--- src/rtl/pcie_qos_pkg.sv ---
// Shared constants and types for the PCIe QoS VC datapath.
// Word geometry and hold-slot state encoding.
package pcie_qos_pkg;

  localparam int DATA_W   = 6;
  localparam int VCID_BIT = 4;

  typedef enum logic {
    HOLD_EMPTY = 1'b0,
    HOLD_HELD  = 1'b1
  } hold_state_t;

endpackage

--- src/rtl/vc_hold_slot.sv ---
// One-entry retry hold for a single VC FIFO write port.
// Registers push/data and keeps a saturating push counter.
module vc_hold_slot #(
  parameter int DATA_W = pcie_qos_pkg::DATA_W,
  parameter int CNT_W  = 8
) (
  input  logic              clk,
  input  logic              reset,
  input  logic              i_new,
  input  logic [DATA_W-1:0] i_data,
  input  logic              i_full,
  output logic              o_push,
  output logic [DATA_W-1:0] o_data,
  output logic [CNT_W-1:0]  o_count,
  output logic              o_drop
);
  import pcie_qos_pkg::*;

  hold_state_t       r_state;
  hold_state_t       w_state_nxt;
  logic [DATA_W-1:0] r_hold;
  logic [DATA_W-1:0] w_hold_nxt;
  logic              r_push;
  logic              w_push_nxt;
  logic [DATA_W-1:0] r_data;
  logic [DATA_W-1:0] w_data_nxt;
  logic [CNT_W-1:0]  r_count;
  logic              w_drop;

  always_comb begin
    w_state_nxt = r_state;
    w_hold_nxt  = r_hold;
    w_push_nxt  = 1'b0;
    w_data_nxt  = '0;
    w_drop      = 1'b0;
    unique case (r_state)
      HOLD_EMPTY: begin
        if (i_new && !i_full) begin
          w_push_nxt = 1'b1;
          w_data_nxt = i_data;
        end else if (i_new) begin
          w_hold_nxt  = i_data;
          w_state_nxt = HOLD_HELD;
        end
      end
      HOLD_HELD: begin
        // Held word always goes first so VC order is preserved.
        if (!i_full) begin
          w_push_nxt = 1'b1;
          w_data_nxt = r_hold;
          if (i_new) begin
            w_hold_nxt = i_data;
          end else begin
            w_state_nxt = HOLD_EMPTY;
          end
        end else if (i_new) begin
          w_drop = 1'b1;
        end
      end
      default: w_state_nxt = HOLD_EMPTY;
    endcase
  end

  always_ff @(posedge clk) begin
    if (reset) begin
      r_state <= HOLD_EMPTY;
      r_hold  <= '0;
      r_push  <= 1'b0;
      r_data  <= '0;
      r_count <= '0;
    end else begin
      r_state <= w_state_nxt;
      r_hold  <= w_hold_nxt;
      r_push  <= w_push_nxt;
      r_data  <= w_data_nxt;
      if (w_push_nxt && (r_count != '1)) begin
        r_count <= r_count + CNT_W'(1);
      end
    end
  end

  assign o_push  = r_push;
  assign o_data  = r_data;
  assign o_count = r_count;
  assign o_drop  = w_drop;

endmodule

--- src/rtl/vcid_demux_stage.sv ---
// Routes popped Main FIFO words to the VC0/VC1 FIFO write ports
// by one VCID bit, with per-VC retry hold and drop statistics.
module vcid_demux_stage #(
  parameter int DATA_W   = pcie_qos_pkg::DATA_W,
  parameter int VCID_BIT = pcie_qos_pkg::VCID_BIT,
  parameter int CNT_W    = 8
) (
  input  logic              clk,
  input  logic              reset,
  input  logic [DATA_W-1:0] demux_vcid_in,
  input  logic              demux_vcid_valid_in,
  input  logic              VC0_full,
  input  logic              VC1_full,
  output logic [DATA_W-1:0] VC0_data_in,
  output logic              VC0_push,
  output logic [DATA_W-1:0] VC1_data_in,
  output logic              VC1_push,
  output logic [CNT_W-1:0]  VC0_count,
  output logic [CNT_W-1:0]  VC1_count,
  output logic [CNT_W-1:0]  drop_count,
  output logic              overflow_err
);

  logic             w_tgt;
  logic             w_new0;
  logic             w_new1;
  logic             w_drop0;
  logic             w_drop1;
  logic [CNT_W-1:0] r_drop_count;
  logic             r_ovf;

  assign w_tgt  = demux_vcid_in[VCID_BIT];
  assign w_new0 = demux_vcid_valid_in && !w_tgt;
  assign w_new1 = demux_vcid_valid_in && w_tgt;

  vc_hold_slot #(.DATA_W(DATA_W), .CNT_W(CNT_W)) u_vc0 (
    .clk     (clk),
    .reset   (reset),
    .i_new   (w_new0),
    .i_data  (demux_vcid_in),
    .i_full  (VC0_full),
    .o_push  (VC0_push),
    .o_data  (VC0_data_in),
    .o_count (VC0_count),
    .o_drop  (w_drop0)
  );

  vc_hold_slot #(.DATA_W(DATA_W), .CNT_W(CNT_W)) u_vc1 (
    .clk     (clk),
    .reset   (reset),
    .i_new   (w_new1),
    .i_data  (demux_vcid_in),
    .i_full  (VC1_full),
    .o_push  (VC1_push),
    .o_data  (VC1_data_in),
    .o_count (VC1_count),
    .o_drop  (w_drop1)
  );

  // Only one new word per cycle, so at most one slot can drop.
  always_ff @(posedge clk) begin
    if (reset) begin
      r_drop_count <= '0;
      r_ovf        <= 1'b0;
    end else if (w_drop0 || w_drop1) begin
      r_ovf <= 1'b1;
      if (r_drop_count != '1) begin
        r_drop_count <= r_drop_count + CNT_W'(1);
      end
    end
  end

  assign drop_count   = r_drop_count;
  assign overflow_err = r_ovf;

endmodule

--- config.mk ---
export PLATFORM = sky130hd
export DESIGN_NAME = vcid_demux_stage
export DESIGN_NICKNAME = d
export VERILOG_FILES = /design/src/rtl/pcie_qos_pkg.sv /design/src/rtl/vc_hold_slot.sv /design/src/rtl/vcid_demux_stage.sv
export SDC_FILE = /design/constraint.sdc
export NUM_CORES = 1
export LEC_CHECK = 0
export BUFFER_PORTS_ARGS = -buffer_cell sky130_fd_sc_hd__clkbuf_2
export CORE_ASPECT_RATIO = 0.7
export CORE_MARGIN = 1.5
export CORE_UTILIZATION = 48
export DETAILED_ROUTE_END_ITERATION = 10
export GPL_TIMING_DRIVEN = 0
export HOLD_SLACK_MARGIN = 0.02
export PLACE_DENSITY_LB_ADDON = 0.1
export SLEW_MARGIN = 20
export SYNTH_ARGS = -nofsm -noshare
export SYNTH_HDL_FRONTEND = slang
export SYNTH_SLANG_ARGS = --single-unit
--- constraint.sdc ---
create_clock -name clk -period 1.5 [get_ports clk]
set_input_delay 0.075 -clock clk [delete_from_list [all_inputs] [get_ports clk]]
set_output_delay 0.075 -clock clk [all_outputs]
set_load 0.1 [all_outputs]
Word-level counts from Yosys, hierarchy flattened
Cells that the tools add are included.

operators by class
  add/subtract/negate cells = 3
  equal/unequal tests = 7
  multiplexer cells = 32
  bitwise operators = 2
  reduce and logical (&&, ||, !) cells = 13

operators with widths
  operator               number
  $mux W6                10
  $pmux W6 S2            4
  $add A8 B1 Y8 const B  3
  $ne A8 B8 Y1 const B   3
  $mux W1                14
  $ne A2 B2 Y1 const B   4
  $pmux W1 S2            4
  $logic_and A1 B1 Y1    6
  $reduce_and A2 Y1      3
  $logic_not A1 Y1       3
  $not A1 Y1             2
  $logic_or A1 B1 Y1     1

storage, ports and cells
  flip-flop bits (word level) = 53
  bits of input ports = 11
  output and inout port bits = 39
  word-level logic and storage cells = 69

Longest topological paths before layout
  depth after elaboration = 7
  depth in mapped cells = 6
  mapped depth without buffers = 5

Hierarchy
A second synthesis with hierarchy kept.

unflattened totals
  cells, all modules = 290
  area, all modules = 2368.5 µm²

modules (own cells, without submodules)
  module            instances  cells each  area each (µm²)  sequential area each (µm²)
  vc_hold_slot      2          118         939.7            440.4
  vcid_demux_stage  1          54          489.2            180.2

Worst setup path before layout
No wires, ideal clock.

  path type = register to register
  start = register r_drop_count[0], in the netlist drop_count[0]
  end = register r_drop_count[1], in the netlist drop_count[1]
  library setup time = 0.128 ns
  arrival time = 1.999 ns
  data required time = 1.372 ns
  path slack = -0.627 ns
  cell stages (with the launch flop) = 6
  buffers on the path = 0
  clock period less this slack = 2.127 ns
  cells stage by stage = dfxtp_1 > ha_1 > nand3_1 > o2bb2ai_2 > mux2i_1 > nor2_1

between the ends
  cells in the longest elaborated chain, start to end = 2
  elaborated cells between the ends (all ways) = 3
  classes of those cells = add/sub: 1; eq/ne: 1; reduce/logical: 1

RTL lines
  what                                                   line                    RTL
  start: declaration                                     vcid_demux_stage.sv:29  logic [CNT_W-1:0] r_drop_count;
  start signal: assignment                               vcid_demux_stage.sv:68  r_drop_count <= r_drop_count + CNT_W'(1);
  branches (longest 2 deep; another with $add A8 B1 Y8)  n/a

Parallel ways; which one is timed is not known.
A chain may end at the register's enable or synchronous reset.

Worst setup path in the final report
  start = register u_vc1.r_state
  end = register r_drop_count[5], in the netlist drop_count[5]

between the ends
  cells in the longest elaborated chain, start to end = 3

RTL lines
  what                         line                    RTL
  start: declaration           vc_hold_slot.sv:19      hold_state_t r_state;
  start signal: assignment     vc_hold_slot.sv:72      r_state <= w_state_nxt;
  $mux W1                      vc_hold_slot.sv:36      unique case (r_state)
  $logic_or A1 B1 Y1           vcid_demux_stage.sv:65  end else if (w_drop0 || w_drop1) begin
  $reduce_and A2 Y1 (no line)  n/a

No other way between the ends.

==> flow_summary.ini <==
[run_status]
status = finished clean

[detailed_routing]
via_count = 2084
drt_iter0_drc = 86
routed_wl_mm = 5.311
wl_per_cell_um = 13.90
ant_nets = 0
drc_errors = 0
vias_per_cell = 5.455
firstDrtPassIters = 4

[logic_synthesis]
ys_warn_count = 0
ys.flop_type = dfxtp_1
yosysUniqueCellTypes = 37
ys_seq_area_share_pct = 47.61
synth_nets = 274
synthCells = 260
netlist_area_sq_mm = 0.002228
synth-edff-count = 0
syn_avg_cell_area_sq_um = 8.571
async_flop_share_pct = 0
synth_seq_cells = 53

[placed_design]
dp_hpwl_mm = 3.599
numPortBuffers = 47
dp_cells = 362
dpl_worst_slack_ns = -0.1310
gp_congestion = 0.7881

[critical_path]
end_kind = flip-flop
startpoint_type = flip-flop
worstSetupPathType = reg2reg
worstPathArrival_ns = 1.73
worstPathRequired_ns = 1.75
path_max_fanout = 5

[timing]
worst_slack_ns = 0.02003
hold_ws_ns = 0.03828
finalCriticalPeriod_ns = 1.480
fmax_mhz = 675.7
slew_headroom_pct = 55.11
skew_ns = 0.01271
finalCritPeriodShare_pct = 98.66
finalMaxSlewViolations = 0
rsz0062_at_grt = yes
hold_viol = 0
setup_viol = 0
tightest_slew_ns = 0.6734

[die]
placementRows = 20
start_util_pct = 50.60
ios = 50
die_area_sq_mm = 0.005067
coreArea_sq_mm = 0.004404
dieHeight_um = 60.01
die_w_um = 84.44

[clocking]
clk_latency_ns = 0.32
cts.path.max_buffers = 2
cts_buffers = 5
clock_sinks = 53
cts-htree-levels = 2
cts_tree = done
clkTransAtPathRegs_ns = 0.10
hold_buffers = 0
cts_root_buf = clkbuf_8

[grt]
overflow = 0
grt_max_degree = 16
grt_usage_pct = 21.75
antenna_found_initial = 0
grt_pass1_wl_mm = 8.583
grt_pass1_vias = 1831

[final_layout]
area_growth_pct = 30.60
fin_nets = 340
final_cells = 382
antenna_cells = 0
drive_gt1_share_pct = 35.78

[power]
total_power_mw = 2.531
p_leak_nw = 1.073
power.density_mw_per_mm2 = 869.7
ir_drop_v = 0.0006539

[hold_path]
hold_path_class = in2reg

[run]
maxCapViolations = 0
-- power by group --
group,total [mW],switching [mW],internal (mW)
clock,0.793,0.468,0.325
combinational,0.317,0.229,0.0885
sequential,1.42,0.0202,1.40
-- layer usage --
| layer | track usage (%) | routed length (um) | up-vias |
|---|---|---|---|
| met5 | 0 | 0 | - |
| met4 | 8.756 | 76 | 0 |
| met3 | 5.110 | 273 | 8 |
| met2 | 34.51 | 2395 | 51 |
| met1 | 29.16 | 2566 | 957 |
| li1 | - | - | 1068 |
-- path summary, 6_finish.rpt --
kind	startpoint	end	slack, ns	cells past startpoint
max	u_vc1.r_state$_SDFF_PP0_	drop_count[5]$_SDFFE_PP0P_	0.02	5
min reg2reg	u_vc0.r_hold[3]$_SDFFE_PP0P_	u_vc0.r_hold[3]$_SDFFE_PP0P_	0.46	2
max reg2reg	u_vc1.r_state$_SDFF_PP0_	drop_count[5]$_SDFFE_PP0P_	0.02	5
min	VC0_full	u_vc0.o_data[4]$_SDFF_PP0_	0.04	2
-- kinds of logic (layout without fill, tap and decap cells) --
| family | after synthesis | count (layout) | share of synthesized area [%] |
|---|---|---|---|
| flip-flops | 53 | 53 | 47.61 |
| buffers and inverters | 18 | 85 | 3.369 |
| XOR/XNOR | 4 | 4 | 1.572 |
| AO/OA/AOI/OAI | 61 | 61 | 16.90 |
| multiplexers | 8 | 8 | 3.594 |
| AND/OR/NAND/NOR | 113 | 113 | 25.27 |
| adder cells (fa/ha/maj) | 3 | 3 | 1.685 |
-- registers in the layout, summed over array words and instances (netlist names) --
signal and flops:
u_vc1.o_push 1, u_vc0.o_push 1, u_vc1.o_data 6, u_vc1.r_state 1
u_vc0.o_data 6, u_vc0.o_count 8, drop_count 8, u_vc1.r_hold 6
u_vc0.r_hold 6, overflow_err 1, u_vc0.r_state 1, u_vc1.o_count 8
-- layout make-up --
cell class	instances	area (sq um)
Tap cell	55	68.82
Inverter	5	18.77
Timing Repair Buffer	60	345.3
Buffer	12	56.30
Multi-Input combinational cell	189	1192
Clock buffer	6	72.57
Clock inverter	2	10.01
Sequential cell	53	1146
Fill cell	387	1494
-- worst max-delay path, stage by stage, from the launching register on --
cell and delay [ns]:
dfxtp_2 0.33, buf_6 0.10, nand4_1 0.15, o2bb2ai_4 0.21
or4_4 0.49, a21oi_2 0.14
-- placed cells by master, fill, tap and decap left out, types with 2 or more instances in the layout --
cell type and n:
clkbuf_1 9, o31ai_1 3, buf_2 2, clkbuf_2 48, nand2_1 21, nand3_2 2, nor3_1 3, nand3_1 19
a21oi_1 29, dfxtp_4 21, nor2b_1 4, a31oi_1 4, a211oi_1 5, nor2_1 32, buf_4 12, o21ai_0 10
a21oi_2 4, inv_1 5, nand4_1 5, or2_2 2, clkinv_2 2, ha_4 3, dfxtp_2 5, nor4_1 3
or3_1 5, nor3b_1 6, clkbuf_8 5, xor2_1 3, mux2i_1 8, dfxtp_1 27, or3_4 2, or4_1 2
-- cells in the mapped netlist, types with 2 or more instances --
cell type   n  area share [%]
nor3b_1     6             2.0
xor2_1      3             1.2
a211oi_1    6             2.0
ha_1        3             1.7
inv_1       5            0.84
buf_2       2            0.45
a31oi_1     4             1.1
nand3_1    21             4.7
nand2_1    21             3.5
nor2_1     33             5.6
clkbuf_1    9             1.5
dfxtp_1    53              48
a21oi_1    32             7.2
o21ai_0    10             2.2
nor4_1      3            0.84
nor2b_1     4             1.1
nor3_1      3            0.67
or4_1       3             1.0
nand4_1     5             1.4
o31ai_1     3             1.0
or2_2       2            0.56
mux2i_1     8             3.6
or3_1       7             2.0
-- what timing repair did --
| item | CTS | global route |
|---|---|---|
| setup buffers | 7 | 6 |
| gates resized for setup | 4 | 9 |
| endpoints found under the setup margin | 7 | 15 |
| pin swaps | 4 | 9 |
-- metrics by stage --
step                area [sq um]  TNS [ns]  util [%]
floorplan                   2374  -0.06127         -
CTS                         2828         0     64.20
detailed placement          2678   -0.2576     60.80
finish                      2910         0     66.08
global placement            2678   -0.2315     60.80
global route                2910   -0.2785     66.08
Note: power is estimated with default switching activity, not from simulation.
